### src/rtl/clock_enable_scheduler.sv
// Master-clock enable generator for the NES CPU/PPU/VGA domains with MCU halt/step control.
// Optional single-step support is built when CLOCK_ENABLE_SCHEDULER_STEP_EN is defined.
module clock_enable_scheduler #(
  parameter int unsigned CPU_DIV = 12,
  parameter int unsigned PPU_DIV = 4,
  parameter int unsigned VGA_DIV = 2
) (
  input  logic        i_clk,
  input  logic        i_reset,
  input  logic        i_halt_req,
  input  logic        i_step_req,
  output logic        o_ce_cpu,
  output logic        o_ce_ppu,
  output logic        o_ce_vga,
  output logic        o_halted,
  output logic        o_step_done,
  output logic [15:0] o_cpu_cycles
);

  localparam int unsigned PHASE_W = (CPU_DIV > 1) ? $clog2(CPU_DIV) : 1;
  localparam int unsigned VGA_W   = (VGA_DIV > 1) ? $clog2(VGA_DIV) : 1;

  typedef enum logic [1:0] {
    S_RUN    = 2'd0,
    S_HALTED = 2'd1
`ifdef CLOCK_ENABLE_SCHEDULER_STEP_EN
    ,S_STEP  = 2'd2
`endif
  } state_t;

  state_t             state, state_next;
  logic [PHASE_W-1:0] phase, phase_next;
  logic [VGA_W-1:0]   vga_cnt;
  logic               step_done_next;
  logic               active;
  logic               phase_last;
  logic               vga_last;

`ifndef CLOCK_ENABLE_SCHEDULER_STEP_EN
  logic unused_step_req;
  assign unused_step_req = i_step_req;
`endif

  assign active     = (state != S_HALTED);
  assign phase_last = (32'(phase) == CPU_DIV - 1);
  assign vga_last   = (32'(vga_cnt) == VGA_DIV - 1);

  assign o_ce_cpu = active && phase_last;
  assign o_ce_ppu = active && ((32'(phase) % PPU_DIV) == (PPU_DIV - 1));
  assign o_ce_vga = vga_last;
  assign o_halted = (state == S_HALTED);

  // State, phase, step-done and cycle counter registers
  always_ff @(posedge i_clk or posedge i_reset) begin
    if (i_reset) begin
      state        <= S_RUN;
      phase        <= '0;
      o_step_done  <= 1'b0;
      o_cpu_cycles <= 16'd0;
    end else begin
      state       <= state_next;
      phase       <= phase_next;
      o_step_done <= step_done_next;
      if (o_ce_cpu) begin
        o_cpu_cycles <= o_cpu_cycles + 16'd1;
      end
    end
  end

  // Pixel enable is never gated by the debugger
  always_ff @(posedge i_clk or posedge i_reset) begin
    if (i_reset) begin
      vga_cnt <= '0;
    end else begin
      vga_cnt <= vga_last ? '0 : vga_cnt + VGA_W'(1);
    end
  end

  // Next-state: halts and steps only take effect on a CPU cycle boundary
  always_comb begin
    state_next     = state;
    phase_next     = phase;
    step_done_next = 1'b0;
    case (state)
      S_RUN: begin
        phase_next = phase_last ? '0 : phase + PHASE_W'(1);
        if (phase_last && i_halt_req) begin
          state_next = S_HALTED;
        end
      end
      S_HALTED: begin
        phase_next = '0;
        if (!i_halt_req) begin
          state_next = S_RUN;
        end
`ifdef CLOCK_ENABLE_SCHEDULER_STEP_EN
        else if (i_step_req) begin
          state_next = S_STEP;
        end
`endif
      end
`ifdef CLOCK_ENABLE_SCHEDULER_STEP_EN
      S_STEP: begin
        phase_next = phase_last ? '0 : phase + PHASE_W'(1);
        if (phase_last) begin
          state_next     = i_halt_req ? S_HALTED : S_RUN;
          step_done_next = 1'b1;
        end
      end
`endif
      default: begin
        state_next = S_RUN;
        phase_next = '0;
      end
    endcase
  end

endmodule

### config.mk
export PLATFORM = sky130hd
export DESIGN_NAME = clock_enable_scheduler
export DESIGN_NICKNAME = d
export VERILOG_FILES = /design/src/rtl/clock_enable_scheduler.sv
export SDC_FILE = /design/constraint.sdc
export NUM_CORES = 1
export LEC_CHECK = 0
export CORE_MARGIN = 4
export CORE_UTILIZATION = 53
export CTS_BUF_LIST = sky130_fd_sc_hd__clkbuf_2 sky130_fd_sc_hd__clkbuf_4 sky130_fd_sc_hd__clkbuf_8
export CTS_CLUSTER_SIZE = 12
export DETAILED_ROUTE_END_ITERATION = 6
export PLACE_DENSITY = 0.95
export SLEW_MARGIN = 15
export SYNTH_ARGS = -nofsm -noshare
export SYNTH_HDL_FRONTEND = slang
export SYNTH_SLANG_ARGS = --single-unit
### constraint.sdc
create_clock -name i_clk -period 2.9 [get_ports i_clk]
set_input_delay 0.58 -clock i_clk [delete_from_list [all_inputs] [get_ports i_clk]]
set_output_delay 0.58 -clock i_clk [all_outputs]
set_load 0.005 [all_outputs]
==> results_dict.tcl <==
set metrics [dict create \
    finalSetupViolCount 0 \
    syn-instance-count 85 \
    wire_per_inst_um 13.71 \
    ctsResizeCount 0 \
    hold_buffers 0 \
    drive_above_1_share_pct 6.364 \
    numCtsBuffers 3 \
    synth_edf_count 0 \
    grt_pass1_vias 720 \
    root_buffer "clkbuf_4" \
    fmax_mhz 404.2 \
    synth_area_um2 991.0 \
    ys_warn_count 0 \
    antenna_found_initial 0 \
    synth_area_leaders "dfrtp_1 56%, xnor2_1 13%, nand2_1 4.2%" \
    worstPathArrival_ns 1.89 \
    pwr-share-clk_pct 26.9 \
    yosysMostFrequentCell "dfrtp_1" \
    nets 117 \
    die_area_um2 2626 \
    die_h_um 51.24 \
    synth.top_cells.by_count "22 x dfrtp_1, 15 x xnor2_1, 11 x nand2_1" \
    relSlewSlack_pct 45.77 \
    cp_cell_sequence "ha_1 > nand4bb_4 > inv_1 > clkdlybuf4s50_1" \
    cts_buffer_depth 2 \
    first_iter_violations 2 \
    crit_type "flop to primary output" \
    start_kind "flop" \
    num_rows 15 \
    ir_drop_uv 642.4 \
    synth_seq_area_share_pct 55.56 \
    seqPwrFrac_pct 47.8 \
    place.gp.congestion 0.7357 \
    cpMaxStageDelayCell "clkdlybuf4s50_1" \
    fin_setup_tns_ns 0 \
    finalCritPeriodShare_pct 85.30 \
    clock_skew_ns 0.009783 \
    post-cts-setup-buffers 0 \
    fill_cells 129 \
    worst_pin_slew_ns 0.8126 \
    cellPowerDensity_nw_per_um2 677.1 \
    final.min_clock_period_ns 2.474 \
    path_clk_slew_ns 0.13 \
    grt_pass1_wl_mm 3.353 \
    portBuffers 22 \
    drc 0 \
    yosys_register_bits 22 \
    tritoncts "built" \
    hold_violations 0 \
    ys_types 21 \
    drt_first_pass_iters 2 \
    hpwl_mm 1.402 \
    postRouteAntennaNets 0 \
    outcome "complete, no violations" \
    grt_max_degree 23 \
    vias_per_cell 5.170 \
    antenna_cells 0 \
    synth_top_area_cell "dfrtp_1" \
    insertion_delay_ns 0.30 \
    grt_use_total_pct 16.68 \
    power_mw 0.8718 \
    fp.dieW_um 51.24 \
    p_sw_mw 0.2480 \
    syn_nets 91 \
    ctsHtreeMaxLevel 1 \
    cts.sinks 22 \
    critPathMaxStageDelay_ns 0.52 \
    routed_wl_mm 1.851 \
    synth_top_area_share_pct 55.56 \
    syn_avg_cell_area_um2 11.66 \
    area_growth_pct 29.92 \
    overflow 0 \
    finalMaxSlewViolations 0 \
    rsz0062_at_grt "no" \
    end_kind "primary output" \
    async_flop_share_pct 100.0 \
    core_um2 1745 \
    internal_power_mw 0.6238 \
    start_util_pct 56.77 \
    leakage_nw 0.5863 \
    min_path_type "flop to flop" \
    critPathRequiredTime_ns 2.32 \
    pin_count 25 \
    num_vias 698 \
    max_cap_viol_count 0 \
    power.share.combinational_pct 25.4 \
    path_max_fanout 6 \
    synth_flop_cell "dfrtp_1" \
    sw_frac_of_total_pct 28.44 \
]
[metal layers]
metal	routed length (um)	share of wire (%)	vias to the layer above	track usage (%)
met5	0	0	-	0
met4	12	0.65	0	4.367
met3	83	4.5	2	3.790
met2	959	52	18	28.97
met1	795	43	349	20.83
li1	-	-	329	-
[flip-flops by register name, indices dropped and copies added (netlist names)]
name	flops
o_ce_vga	1
phase	4
state	1
o_cpu_cycles	16
[cell type report]
type	count	area (um2)	share of cell area, %
sequential	22	550.5	42.76
multi-input combinational	58	417.9	32.46
timing repair buffer	22	220.2	17.10
tap	25	31.28	2.430
clock inverter	1	30.03	2.332
clock buffer	3	22.52	1.749
inverter	4	15.01	1.166
[power by group through the flow]
stage	registers, mW	logic, mW	clock network, mW
global placement	0.417	0.213	0
global route	0.430	0.258	0.253
CTS	0.417	0.226	0.238
detailed placement	0.423	0.222	0
finish	0.417	0.221	0.234
floorplan	0.411	0.135	0
[metrics by stage]
step	util (%)	cells	area [um2]	setup WS, ns	hold slack, ns
2_1_floorplan	-	85	991.0	1.394	0.4174
3_3_place_gp	70.75	131	1235	0.8209	0.4052
3_5_place_dp	70.75	131	1235	0.7805	0.4295
4_1_cts	73.76	135	1287	0.4151	0.4485
5_1_grt	73.76	135	1287	0.2809	0.4702
6_report	73.76	135	1287	0.4262	0.4464
[layout by cell type, fill, tap and decap left out, drive strengths merged, types with 3 or more instances in the layout]
cell type      netlist  final
clkbuf               0      3
nor2b                4      4
clkdlybuf4s50        0     22
nor3                 3      3
xnor2               15     15
nand2               11     11
inv                  4      4
dfrtp               22     22
nand4                3      3
nand3                6      6
[final timing paths]
check	cells past startpoint	endpoint	slack (ns)	start
setup / recovery	4	o_ce_cpu	0.43	phase[0]
hold / removal	1	o_ce_vga	0.45	o_ce_vga
setup reg to reg	5	o_cpu_cycles[13]	1.29	phase[0]
hold reg to reg	1	o_ce_vga	0.45	o_ce_vga
max in group asynchronous	2	o_cpu_cycles[4]	1.66	i_reset
min in group asynchronous	2	o_cpu_cycles[13]	0.73	i_reset
[critical path: cells and delay by family (launching register included)]
kind	cells	cell delay, ns
buffers and inverters	2	0.70
flip-flops	1	0.40
adder cells (fa/ha/maj)	1	0.27
AND/OR/NAND/NOR	1	0.21
[logic make-up after synthesis]
logic type,after synthesis,share of synthesized area [%]
buffers and inverters,5,2.273
flip-flops,22,55.56
AND/OR/NAND/NOR,36,23.36
other,1,0.3784
AO/OA/AOI/OAI,3,1.768
XOR/XNOR,16,14.14
adder cells (fa/ha/maj),2,2.525
Note: power is estimated with default switching activity, not from simulation.
==> RTL edit 1: new RTL, config.mk and constraints unchanged <==
Change the parameter `CPU_DIV` from 12 to 11.
--- a/src/rtl/clock_enable_scheduler.sv
+++ b/src/rtl/clock_enable_scheduler.sv
@@ -1,7 +1,7 @@
 // Master-clock enable generator for the NES CPU/PPU/VGA domains with MCU halt/step control.
 // Optional single-step support is built when CLOCK_ENABLE_SCHEDULER_STEP_EN is defined.
 module clock_enable_scheduler #(
-  parameter int unsigned CPU_DIV = 12,
+  parameter int unsigned CPU_DIV = 11,
   parameter int unsigned PPU_DIV = 4,
   parameter int unsigned VGA_DIV = 2
 ) (
Behaviour: same outputs for any inputs over 10 cycles, from zero or initial values and one cycle with i_reset high; that may be too few to reach the edited logic, so the function may still have changed.
==> RTL edit 1 against the unedited design <==
  * Via count shrank 3.0%
  * Design area shrank 1.3%
  * Total power shrank 5.7%
  * Sequential power grew 2%
  * Clock skew shrank 0.0086 ns
  * Sequential cell count is the same
  * Non-clock buffer count is the same
  * Synthesized area is the same
  * Routed wire length shrank 11%
  * Synthesized cell count shrank 1.2%
  * Worst setup slack lost 0.024 ns
  * Critical path type unchanged
  * Largest cell class unchanged
==> RTL edit 1: results (changes against the unedited design) <==
result of the run - complete, no violations (unchanged)
post-CTS setup-driven buffer insertion count - 0 (unchanged)
post-DR wirelength/cell - 12.3 um (was 13.7 um)
Initial DRT Pass Iterations - 4 (was 2)
worst stage delay on the critical path - 0.53 ns
Max VDD drop - 506 uV (was 642 uV)
Final Hold Vio Count - 0 (unchanged)
Unique masters post-synth - 19 (was 21)
clock power share - 19.9% (was 26.9%)
fraction of layout instances using a drive strength above 1 - 7.34% (was 6.36%)
number of port buffers - 22 (unchanged)
maximum number of pins on one net before global-route repair - 23 (unchanged)
maximum clock insertion buffer count - 2 (unchanged)
hold-critical path depth - 1 (unchanged)
slowest stage cell, crit path - clkdlybuf4s50_1 (unchanged)
top post-synthesis cells by area - dfrtp_1 56%, xnor2_1 13%, ha_1 3.8% (was dfrtp_1 56%, xnor2_1 13%, nand2_1 4.2%)
count of antenna diodes in the layout - 0 (unchanged)
largest fanout of any net on the critical path - 6 (unchanged)
Worst Tran Pin Value - 0.802 ns (was 0.813 ns)
Hold WC Path Type - reg2reg (unchanged)
number of gates resized after CTS - 0 (unchanged)
Cell Count Post-Placement - 130 (was 131)
via total after detailed routing - 677 (was 698)
global-route wire length before repair - 2910 um (was 3350 um)
clock input transition at the sequential cells of the worst setup and hold paths - 0.11 ns (was 0.13 ns)
number of warnings printed during yosys synthesis - 0 (unchanged)
setup violation total in the final timing report - 0 (unchanged)
setup clock skew after layout - 0.00118 ns (was 0.00978 ns)
drt first-iter violations - 8 (was 2)
DRT Wirelength - 1650 um (was 1850 um)
number of nets at the end of the flow - 117 (unchanged)
cell count after synthesis - 84 (was 85)
internal cell power - 573 uW (was 624 uW)
Num CTS Buffers - 3 (unchanged)
R2R depth - 6 (was 5)
antenna violations before repair - 0 (unchanged)
H-tree level count - 1 (unchanged)
fill cell total of the finished layout - 136 (was 129)
data arrival time of the critical path - 1.92 ns (was 1.89 ns)
sequential power - 427 uW (was 417 uW)
total half-perimeter wirelength after legalization and detailed placement - 1280 um (was 1400 um)
number of global-route vias before repair - 671 (was 720)
leakage power figure - 0.586 nW (about the same)
gp weighted congestion - 0.758 (was 0.736)
leading cell types by count after synthesis - 22 x dfrtp_1, 15 x xnor2_1, 10 x nand2_1, 7 x nand3_1, 5 x inv_1 (was 22 x dfrtp_1, 15 x xnor2_1, 11 x nand2_1, 6 x nand3_1)
overall global routing resource usage - 14.8% (was 16.7%)
[RTL edit 1: metal layers]
layer	vias to the layer above	GRT usage, %	part of all wire (%)
li1	327	-	-
met1	328	16.4	42
met2	18	27.0	52
met3	4	2.92	4.9
met4	0	6.55	1.5
met5	-	0	0
[RTL edit 1: cell families (layout without fill, tap and decap cells)]
kind of cell / Yosys count / after routing / synth area share [%]
flops: 22 / 22 / 55.6
xor+xnor: 17 / 17 / 15.0
buf+inv: 6 / 31 / 2.65
other cells: 1 / 1 / 0.378
simple gates: 34 / 34 / 21.7
fa+ha+maj: 3 / 3 / 3.79
compound gates: 1 / 1 / 0.884
[RTL edit 1: per-stage QoR]
stage	hold slack, ns	total power, mW	worst slack (ns)	instance area (um2)
2_1_floorplan	0.417	0.566	1.34	991
3_3_place_gp	0.405	0.655	0.773	1230
3_5_place_dp	0.414	0.670	0.723	1230
4_1_cts	0.432	0.836	0.367	1270
5_1_grt	0.445	0.883	0.254	1270
6_report	0.426	0.822	0.403	1270
[RTL edit 1: cell type report]
class | count | area [um2] | area share [%]
clock buffer | 4 | 36.3 | 2.85
tap | 25 | 31.3 | 2.46
timing repair buffer | 22 | 220 | 17.3
sequential | 22 | 551 | 43.3
inverter | 5 | 18.8 | 1.48
multi-input combinational | 56 | 414 | 32.6
[RTL edit 1: path summary, 6_finish.rpt]
| path | start | slack [ns] | to |
|---|---|---|---|
| worst min-delay path | o_ce_vga | 0.43 | o_ce_vga |
| min in group asynchronous | i_reset | 0.73 | o_cpu_cycles[10] |
| max in group asynchronous | i_reset | 1.68 | o_cpu_cycles[4] |
| worst max-delay path | phase[0] | 0.40 | o_ce_cpu |
| worst min register to register | o_ce_vga | 0.43 | o_ce_vga |
| worst max register to register | phase[0] | 1.28 | o_cpu_cycles[11] |
==> RTL edit 2: new RTL, same settings <==
Without the edit above. Put a register stage on the outputs `o_ce_ppu`, `o_ce_vga` and `o_halted`. The values now appear one clock later. The other outputs are not delayed to match.
--- a/src/rtl/clock_enable_scheduler.sv
+++ b/src/rtl/clock_enable_scheduler.sv
@@ -46,9 +46,11 @@
   assign vga_last   = (32'(vga_cnt) == VGA_DIV - 1);
 
   assign o_ce_cpu = active && phase_last;
-  assign o_ce_ppu = active && ((32'(phase) % PPU_DIV) == (PPU_DIV - 1));
-  assign o_ce_vga = vga_last;
-  assign o_halted = (state == S_HALTED);
+  always_ff @(posedge i_clk) begin
+    o_ce_ppu <= active && ((32'(phase) % PPU_DIV) == (PPU_DIV - 1));
+    o_ce_vga <= vga_last;
+    o_halted <= (state == S_HALTED);
+  end
 
   // State, phase, step-done and cycle counter registers
   always_ff @(posedge i_clk or posedge i_reset) begin
Formal check against the unedited RTL: not equivalent (Yosys sat finds a counterexample within 4 cycles, from zero or initial values and one cycle with i_reset high).
==> RTL edit 2 against the unedited design <==
  * Register-to-register slack worse by 0.02 ns
  * Routed wire length up 1.8%
  * Clock power down 36%
  * Sequential cell count is 3 higher
  * Worst setup slack lost 0.0064 ns
  * Non-clock buffer count unchanged
  * Synthesized area grew 6.1%
  * Total power decreased by 3.4%
  * Clock skew shrank 0.0049 ns
  * Design area grew 2.7%
  * Hold slack got worse by 0.043 ns
  * Critical path depth is the same
  * Critical path type unchanged
  * Largest power group unchanged
==> RTL edit 2: results (changes against the unedited design) <==
fraction of layout instances using a drive strength above 1 - 6.19% (was 6.36%)
summed instance area of the synthesized netlist - 1050 um2 (was 991 um2)
insertion delay of the later-clocked pin in the worst-skew pair - 0.31 ns
register area - 611 um2 (was 551 um2)
Worst Hold Margin - 0.403 ns (was 0.446 ns)
Cell Count Post-Placement - 134 (was 131)
worst stage delay on the critical path - 0.53 ns
fill cell total of the finished layout - 134 (was 129)
gp weighted congestion - 0.777 (was 0.736)
hold-critical path depth - 0 (was 1)
hold path startpoint - vga_cnt (was o_ce_vga)
number of global-route vias before repair - 713 (was 720)
leakage power figure - 0.601 nW (was 0.586 nW)
Layout clock area frac - 2.08% (was 4.08%)
mean instance size in the synthesized netlist - 11.9 um2 (was 11.7 um2)
Unique masters post-synth - 22 (was 21)
leading cell types by count after synthesis - 22 x dfrtp_1, 15 x xnor2_1, 11 x nand2_1, 6 x nand3_1 (unchanged)
Num CTS Buffers - 3 (unchanged)
biggest registers after layout - o_cpu_cycles: 16 flops, phase: 4 flops (unchanged)
reg-to-reg slack, setup - 1.27 ns (was 1.29 ns)
worst slack after detailed placement - 0.762 ns (was 0.781 ns)
share of synthesized registers carrying an async set or reset - 88.0% (was 100%)
Worst R2R End - o_cpu_cycles[11] (was o_cpu_cycles[13])
sequential share of power - 55.8% (was 47.8%)
result of the run - complete, no violations (unchanged)
R2R depth - 5 (unchanged)
P_sw - 256 uW (was 248 uW)
global-route wire length before repair - 3220 um (was 3350 um)
register area share after synthesis - 58.1% (was 55.6%)
final worst setup slack - 0.420 ns (was 0.426 ns)
placement-stage cell area - 1290 um2 (was 1230 um2)
drt first-iter violations - 15 (was 2)
total half-perimeter wirelength after legalization and detailed placement - 1480 um (was 1400 um)
overall power - 842 uW (was 872 uW)
overall global routing resource usage - 16.1% (was 16.7%)
post-DR wirelength/cell - 13.7 um (about the same)
Max VDD drop - 592 uV (was 642 uV)
final cell count without fillers - 138 (was 135)
Initial DRT Pass Iterations - 4 (was 2)
total nets after synthesis - 94 (was 91)
proportion of cell area occupied by registers - 46.2% (was 42.8%)
setup clock skew after layout - 0.00484 ns (was 0.00978 ns)
top post-synthesis cells by area - dfrtp_1 52%, xnor2_1 13%, dfxtp_1 5.7% (was dfrtp_1 56%, xnor2_1 13%, nand2_1 4.2%)
Max-Slew Margin vs Limit - 45.2% (was 45.8%)
endpoint of the worst hold-timing path - o_ce_vga (unchanged)
largest fanout of any net on the critical path - 6 (unchanged)
number of nets at the end of the flow - 120 (was 117)
flip-flop and latch count - 25 (was 22)
antenna violations before repair - 0 (unchanged)
number of vias per cell - 5.04 (was 5.17)
Signal buf overhead - 16.7% (was 17.1%)
[RTL edit 2: per-layer routing]
| metal | part of all wire (%) | wire length, um | track usage, % |
|---|---|---|---|
| met5 | 0 | 0 | 0 |
| met2 | 53 | 1010 | 29.5 |
| met4 | 0 | 0 | 8.09 |
| met1 | 42 | 787 | 17.7 |
| met3 | 4.8 | 91 | 2.56 |
[RTL edit 2: logic make-up after synthesis]
family / after synthesis / synth area share, %
other: 1 / 0.357
and+or+nand+nor: 36 / 22.0
DFF: 25 / 58.1
buffers and inverters: 5 / 2.14
AOI/OAI and AO/OA: 3 / 1.67
adders and majority gates: 2 / 2.38
xor gates and xnor gates: 16 / 13.3
[RTL edit 2: worst max path at each step]
stage	endpoint	depth (start not counted)	startpoint
finish	o_ce_cpu	4	phase[0]
global route	o_ce_cpu	4	phase[0]
CTS	o_ce_cpu	4	phase[0]
detailed placement	o_ce_cpu	4	phase[0]
global placement	o_ce_cpu	4	phase[0]
floorplan	o_ce_cpu	3	phase[0]
